`config.mk`:
```
export PLATFORM = sky130hd
export DESIGN_NAME = conv_stream_feeder
export DESIGN_NICKNAME = d
export VERILOG_FILES = /design/src/rtl/conv_pkg.sv /design/src/rtl/conv_addr_gen.sv /design/src/rtl/conv_stream_feeder.sv
export SDC_FILE = /design/constraint.sdc
export NUM_CORES = 1
export LEC_CHECK = 0
export ABC_AREA = 1
export CAP_MARGIN = 20
export CORE_MARGIN = 2
export CORE_UTILIZATION = 50
export CTS_CLUSTER_DIAMETER = 120
export DETAILED_ROUTE_END_ITERATION = 6
export PLACE_DENSITY = 0.81
export RECOVER_POWER = 100
export SLEW_MARGIN = 5
export SYNTH_ARGS = -nofsm -noshare
export SYNTH_HDL_FRONTEND = slang
export SYNTH_SLANG_ARGS = --single-unit
```
`constraint.sdc`:
```
create_clock -name clk -period 2.4 [get_ports clk]
set_input_delay 0.36 -clock clk [delete_from_list [all_inputs] [get_ports clk]]
set_output_delay 0.36 -clock clk [all_outputs]
set_load 0.05 [all_outputs]
```
`src/rtl/conv_pkg.sv`:
```
// Constants and state encoding shared by the convolver feeder and the convolver control.
package conv_pkg;

  localparam int         CONV_DATA_W = 8;
  localparam logic [3:0] KERNEL_N    = 4'd9;

  localparam logic [2:0] ST_IDLE   = 3'd0;
  localparam logic [2:0] ST_LOAD_W = 3'd1;
  localparam logic [2:0] ST_FETCH  = 3'd2;
  localparam logic [2:0] ST_SHIFT  = 3'd3;
  localparam logic [2:0] ST_DONE   = 3'd4;

  typedef enum logic [2:0] {
    IDLE   = ST_IDLE,
    LOAD_W = ST_LOAD_W,
    FETCH  = ST_FETCH,
    SHIFT  = ST_SHIFT,
    DONE   = ST_DONE
  } feeder_state_t;

endpackage

```
`src/rtl/conv_addr_gen.sv`:
```
// Row-band / column / lane counters of the feeder and the buffer address they select.
module conv_addr_gen #(
  parameter int IMG_W  = 8,
  parameter int IMG_H  = 8,
  parameter int ADDR_W = 8,
  parameter int W_BASE = 0,
  parameter int I_BASE = 16
) (
  input  logic              clk,
  input  logic              reset,
  input  logic              clr,
  input  logic              lane_inc,
  input  logic              lane_clr,
  input  logic              col_adv,
  input  logic              wsel,
  output logic [3:0]        lane,
  output logic [ADDR_W-1:0] addr,
  output logic              last_col,
  output logic              last_band,
  output logic              col_ge2
);

  localparam int COL_W  = $clog2(IMG_W);
  localparam int BAND_W = $clog2(IMG_H);
  localparam logic [COL_W-1:0]  COL_LAST  = COL_W'(IMG_W - 1);
  localparam logic [BAND_W-1:0] BAND_LAST = BAND_W'(IMG_H - 3);

  logic [COL_W-1:0]  col_reg;
  logic [BAND_W-1:0] band_reg;
  logic [3:0]        lane_reg;

  always_ff @(posedge clk or posedge reset) begin
    if (reset) begin
      col_reg  <= '0;
      band_reg <= '0;
      lane_reg <= '0;
    end else if (clr) begin
      col_reg  <= '0;
      band_reg <= '0;
      lane_reg <= '0;
    end else begin
      if (lane_clr)
        lane_reg <= '0;
      else if (lane_inc)
        lane_reg <= lane_reg + 4'd1;
      if (col_adv) begin
        if (col_reg == COL_LAST) begin
          col_reg  <= '0;
          band_reg <= band_reg + BAND_W'(1);
        end else begin
          col_reg <= col_reg + COL_W'(1);
        end
      end
    end
  end

  // Lane doubles as weight index while loading and as row offset inside the band.
  assign addr = wsel ? ADDR_W'(W_BASE + int'(lane_reg))
                     : ADDR_W'(I_BASE + (int'(band_reg) + int'(lane_reg)) * IMG_W + int'(col_reg));

  assign lane      = lane_reg;
  assign last_col  = (col_reg == COL_LAST);
  assign last_band = (band_reg == BAND_LAST);
  assign col_ge2   = (col_reg >= COL_W'(2));

endmodule

```
`src/rtl/conv_stream_feeder.sv`:
```
// Sequencer feeding the 3x3 convolver: loads the 9 kernel weights, then streams
// 3-pixel image columns band by band and flags complete windows.
module conv_stream_feeder
  import conv_pkg::*;
#(
  parameter int DATA_W = CONV_DATA_W,
  parameter int IMG_W  = 8,
  parameter int IMG_H  = 8,
  parameter int ADDR_W = 8,
  parameter int W_BASE = 0,
  parameter int I_BASE = 16
) (
  input  logic                clk,
  input  logic                reset,
  input  logic                start,
  output logic                busy,
  output logic                done,
  output logic                mem_rd_en,
  output logic [ADDR_W-1:0]   mem_addr,
  input  logic [DATA_W-1:0]   mem_rd_data,
  output logic                weight_write,
  output logic [3:0]          weight_idx,
  output logic [DATA_W-1:0]   weight_data,
  output logic                three_shift,
  output logic [3*DATA_W-1:0] pix_col,
  input  logic                conv_ready,
  output logic                window_valid
);

  logic [2:0]        state_reg, state_next;
  logic [3:0]        lane;
  logic [ADDR_W-1:0] gen_addr;
  logic              last_col, last_band, col_ge2;
  logic              ctr_clr, lane_inc, lane_clr, col_adv;
  logic              rd_weight, rd_pix, fire;
  logic              wr_pend_reg;
  logic [3:0]        wr_idx_reg;
  logic              cap_valid_reg;
  logic [1:0]        cap_lane_reg;
  logic [DATA_W-1:0] col_reg [3];
  logic [DATA_W-1:0] lane2_pix;

  conv_addr_gen #(
    .IMG_W (IMG_W),
    .IMG_H (IMG_H),
    .ADDR_W(ADDR_W),
    .W_BASE(W_BASE),
    .I_BASE(I_BASE)
  ) u_addr_gen (
    .clk      (clk),
    .reset    (reset),
    .clr      (ctr_clr),
    .lane_inc (lane_inc),
    .lane_clr (lane_clr),
    .col_adv  (col_adv),
    .wsel     (state_reg == ST_LOAD_W),
    .lane     (lane),
    .addr     (gen_addr),
    .last_col (last_col),
    .last_band(last_band),
    .col_ge2  (col_ge2)
  );

  assign rd_weight    = (state_reg == ST_LOAD_W) && (lane < KERNEL_N);
  assign rd_pix       = (state_reg == ST_FETCH);
  assign mem_rd_en    = rd_weight | rd_pix;
  assign mem_addr     = mem_rd_en ? gen_addr : '0;
  assign three_shift  = (state_reg == ST_SHIFT);
  assign fire         = three_shift & conv_ready;
  assign window_valid = three_shift & col_ge2;
  assign busy         = (state_reg == ST_LOAD_W) || (state_reg == ST_FETCH) || (state_reg == ST_SHIFT);
  assign done         = (state_reg == ST_DONE);

  always_comb begin
    state_next = state_reg;
    ctr_clr    = 1'b0;
    lane_inc   = 1'b0;
    lane_clr   = 1'b0;
    col_adv    = 1'b0;
    case (state_reg)
      ST_IDLE: begin
        if (start) begin
          state_next = ST_LOAD_W;
          ctr_clr    = 1'b1;
        end
      end
      ST_LOAD_W: begin
        // Extra cycle at lane 9 lets the last weight datum return before fetching.
        if (lane == KERNEL_N) begin
          state_next = ST_FETCH;
          lane_clr   = 1'b1;
        end else begin
          lane_inc = 1'b1;
        end
      end
      ST_FETCH: begin
        if (lane == 4'd2) begin
          state_next = ST_SHIFT;
          lane_clr   = 1'b1;
        end else begin
          lane_inc = 1'b1;
        end
      end
      ST_SHIFT: begin
        if (fire) begin
          if (last_col && last_band) begin
            state_next = ST_DONE;
          end else begin
            state_next = ST_FETCH;
            col_adv    = 1'b1;
          end
        end
      end
      ST_DONE: begin
        state_next = ST_IDLE;
        ctr_clr    = 1'b1;
      end
      default: state_next = ST_IDLE;
    endcase
  end

  always_ff @(posedge clk or posedge reset) begin
    if (reset) begin
      state_reg     <= ST_IDLE;
      wr_pend_reg   <= 1'b0;
      wr_idx_reg    <= '0;
      cap_valid_reg <= 1'b0;
      cap_lane_reg  <= '0;
      for (int i = 0; i < 3; i++)
        col_reg[i] <= '0;
    end else begin
      state_reg     <= state_next;
      wr_pend_reg   <= rd_weight;
      wr_idx_reg    <= lane;
      cap_valid_reg <= rd_pix;
      cap_lane_reg  <= lane[1:0];
      if (cap_valid_reg)
        col_reg[cap_lane_reg] <= mem_rd_data;
    end
  end

  assign weight_write = wr_pend_reg;
  assign weight_idx   = wr_pend_reg ? wr_idx_reg : 4'd0;
  assign weight_data  = wr_pend_reg ? mem_rd_data : '0;

  // Lane 2 arrives in the first shift cycle; forward it so a column takes 4 cycles.
  assign lane2_pix = cap_valid_reg ? mem_rd_data : col_reg[2];
  assign pix_col   = three_shift ? {lane2_pix, col_reg[1], col_reg[0]} : '0;

endmodule

```
==> summary.txt <==
STA
  • Setup slack after layout: -0.04982 ns
  • Slew Limit Fails: 0
  • Final Hold Viols: 0
  • Slew @ Worst Pin: 1.042 ns
  • Final min period: 2.450 ns
  • Unrepaired setup endpoints after global routing: true
  • Achievable Freq: 408.2 MHz
  • Final period util: 102.1%
  • Final Skew: 0.005797 ns
  • Finish-stage setup viols: 3
  • Slew headroom: 30.51%

Synth
  • Synth top cells by count: 79 x nand2_1, 71 x inv_1, 43 x dfrtp_1
  • Top FF cell, synth: dfrtp_1
  • Synth Register Bits: 43
  • Post-synth EDFFs: 0
  • Yosys top cell by area: dfrtp_1
  • Register area share after synthesis: 42.07%
  • Syn Inst Count: 336
  • Synth area leaders: dfrtp_1 42%, nand2_1 12%, inv_1 10%, o21ai_0 6.8%, ha_1 6.4%
  • Syn_area_per_cell: 7.611 um2
  • Post-Syn Nets: 362
  • Synth async-reset ratio: 100.0%
  • Distinct cell type count after synthesis: 30
  • Post-Syn Area: 0.002557 mm2
  • Top cell type's share of synthesized area: 42.07%
  • Most frequent cell after synthesis: nand2_1
  • YS warnings: 0

Cells and area
  • P&R area growth vs syn: 29.70%
  • Core Util, Final: 66.21%
  • Nets@finish: 431
  • Antenna Cells: 0
  • Final std cells w/o fill: 476
  • Max reg flops: 24
  • Fraction of layout cells with a size suffix above 1: 17.49%
  • Final Cell Area: 0.003317 mm2
  • Filler Cells Inserted: 443

Power and ir drop
  • Worst vdd ir: 0.001146 V
  • P per Cell Area: 1484 mW/mm2
  • Leakage: 1.818 nW
  • Total Power: 4.922 mW

Clock network
  • Hold Buf Count CTS: 0
  • Clock slew at reported path FFs: 0.08 ns
  • # H-tree levels: 2
  • Clock buffer depth: 2
  • Root Buffer: clkbuf_8
  • CTS Sinks: 43
  • Clock latency on the worst-skew pair: 0.29 ns
  • Total CTS buffers: 5
  • CTS tree: yes

Floorplan
  • Die height: 75.52 um
  • Initial Utilization: 51.05%
  • DIE AREA: 0.005703 mm2
  • Count of standard-cell rows: 26
  • DIE WIDTH: 75.52 um
  • Top Ports: 62
  • Core Region: 0.005010 mm2

GRT
  • Largest net degree at the start of global routing: 44
  • GRT Residual Overflow: 0
  • Global-route wire length before repair: 9.653 mm
  • Vias in the first global route: 2290
  • Initial antenna violation count: 0
  • Gr usage total: 22.18%

Placed design
  • GP Congestion: 0.8184
  • Inst Count DP: 463
  • Pre-CTS WS: 0.1272 ns
  • I/O Buffers: 61
  • Placed Area: 0.003371 mm2
  • DPL Wire Length: 4.421 mm

Setup path
  • Largest fanout on the critical path: 2
  • Critical Path RT: 2.04 ns
  • Crit path kind: flop to output pin
  • WP data arrival: 2.09 ns
  • Crit end category: output pin
  • Critical Path Start Type: flop

Route
  • DR vias/cell: 4.838
  • Final wirelength: 6.166 mm
  • Iteration-0 DRC Markers: 118
  • DR vias: 2303
  • Average routed wire per standard cell: 12.95 um
  • Antenna Nets Post-Route: 0
  • DR DRC count: 0
  • First-pass DRT Iterations: 4

Run status
  • Status: finished with violations
  • Failing checks: setup timing

Flow run
  • Max Cap Viol: 0

Min path
  • Tightest Hold Check Type: flop to flop
area by class of cell:
class / count / area, um2 / area share, %
multi-input cells: 212 / 1210 / 36.48
flip-flops and latches: 43 / 1076 / 32.44
repair buffers: 70 / 534.3 / 16.11
inverters: 73 / 276.5 / 8.336
well taps: 70 / 87.58 / 2.641
clock buffers: 6 / 72.57 / 2.188
clock inverters: 2 / 60.06 / 1.811
power breakdown:
part | internal (mW) | total, mW | switching (mW)
sequential | 1.04 | 1.31 | 0.267
combinational | 0.925 | 2.95 | 2.02
clock | 0.416 | 0.665 | 0.249
total | 2.39 | 4.92 | 2.54
placed cells by master, fill, tap and decap left out, types with 3 or more instances in the layout:
| master | n |
|---|---|
| a21oi_2 | 3 |
| nand2_2 | 5 |
| mux2_2 | 8 |
| dfrtp_1 | 43 |
| nand2_1 | 77 |
| a21oi_1 | 4 |
| nor2_4 | 3 |
| clkbuf_8 | 5 |
| nand3_2 | 3 |
| buf_4 | 6 |
| inv_2 | 5 |
| nor2_1 | 25 |
| dlygate4sd3_1 | 7 |
| clkdlybuf4s50_1 | 11 |
| o21ai_0 | 36 |
| ha_1 | 11 |
| clkbuf_1 | 26 |
| inv_1 | 67 |
| clkbuf_2 | 12 |
| buf_12 | 7 |
| nand3_1 | 19 |
worst paths after layout:
path / start / to / slack (ns) / cells past startpoint
worst max-delay path: u_addr_gen.lane[0]$_DFFE_PP0P_ / mem_addr[7] / -0.05 / 10
worst max register to register: state_reg[2]$_DFFE_PP0P_ / u_addr_gen.band_reg[0]$_DFFE_PP0P_ / 0.62 / 7
worst min-delay path: u_addr_gen.lane[2]$_DFFE_PP0P_ / wr_idx_reg[2]$_DFF_PP0_ / 0.45 / 0
max in group asynchronous: reset / col_reg[0]$_DFFE_PP0P_ / 0.93 / 3
worst min register to register: u_addr_gen.lane[2]$_DFFE_PP0P_ / wr_idx_reg[2]$_DFF_PP0_ / 0.45 / 0
min in group asynchronous: reset / col_reg[18]$_DFFE_PP0P_ / 0.83 / 3
logic make-up (layout without fill, tap and decap cells):
family	count (synthesis)	after routing	share of synthesized area [%]
AO/OA/AOI/OAI	46	46	9.247
XOR/XNOR	2	2	0.6851
adder cells (fa/ha/maj)	14	14	7.143
buffers and inverters	81	151	12.57
flip-flops	43	43	42.07
multiplexers	8	8	3.523
AND/OR/NAND/NOR	142	142	24.76
per-layer routing:
metal | vias up | share of wire, % | track usage (%)
li1 | 1168 | - | -
met1 | 1049 | 41 | 25.06
met2 | 74 | 51 | 41.06
met3 | 12 | 5.8 | 4.894
met4 | 0 | 1.6 | 7.602
met5 | - | 0 | 0
per-stage QoR:
step	setup TNS (ns)	hold slack [ns]
floorplan	0	0.4139
global placement	0	0.4502
detailed placement	0	0.4449
CTS	-0.04035	0.4587
global route	-0.5877	0.4809
finish	-0.1034	0.4528
critical path: stages (launching register included):
cell     delay [ns]
dfrtp_1        0.37
ha_2           0.20
inv_2          0.05
fa_2           0.35
nand2_2        0.09
nand2_2        0.07
buf_4          0.14
nor2_4         0.08
nand3_2        0.09
a21oi_2        0.20
buf_12         0.16
what timing repair did:
action,in CTS,in global routing
endpoints found under the setup margin,2,4
setup buffers,3,2
gates resized for setup,12,7
pin swaps,7,8
Note: power is estimated with default switching activity, not from simulation.
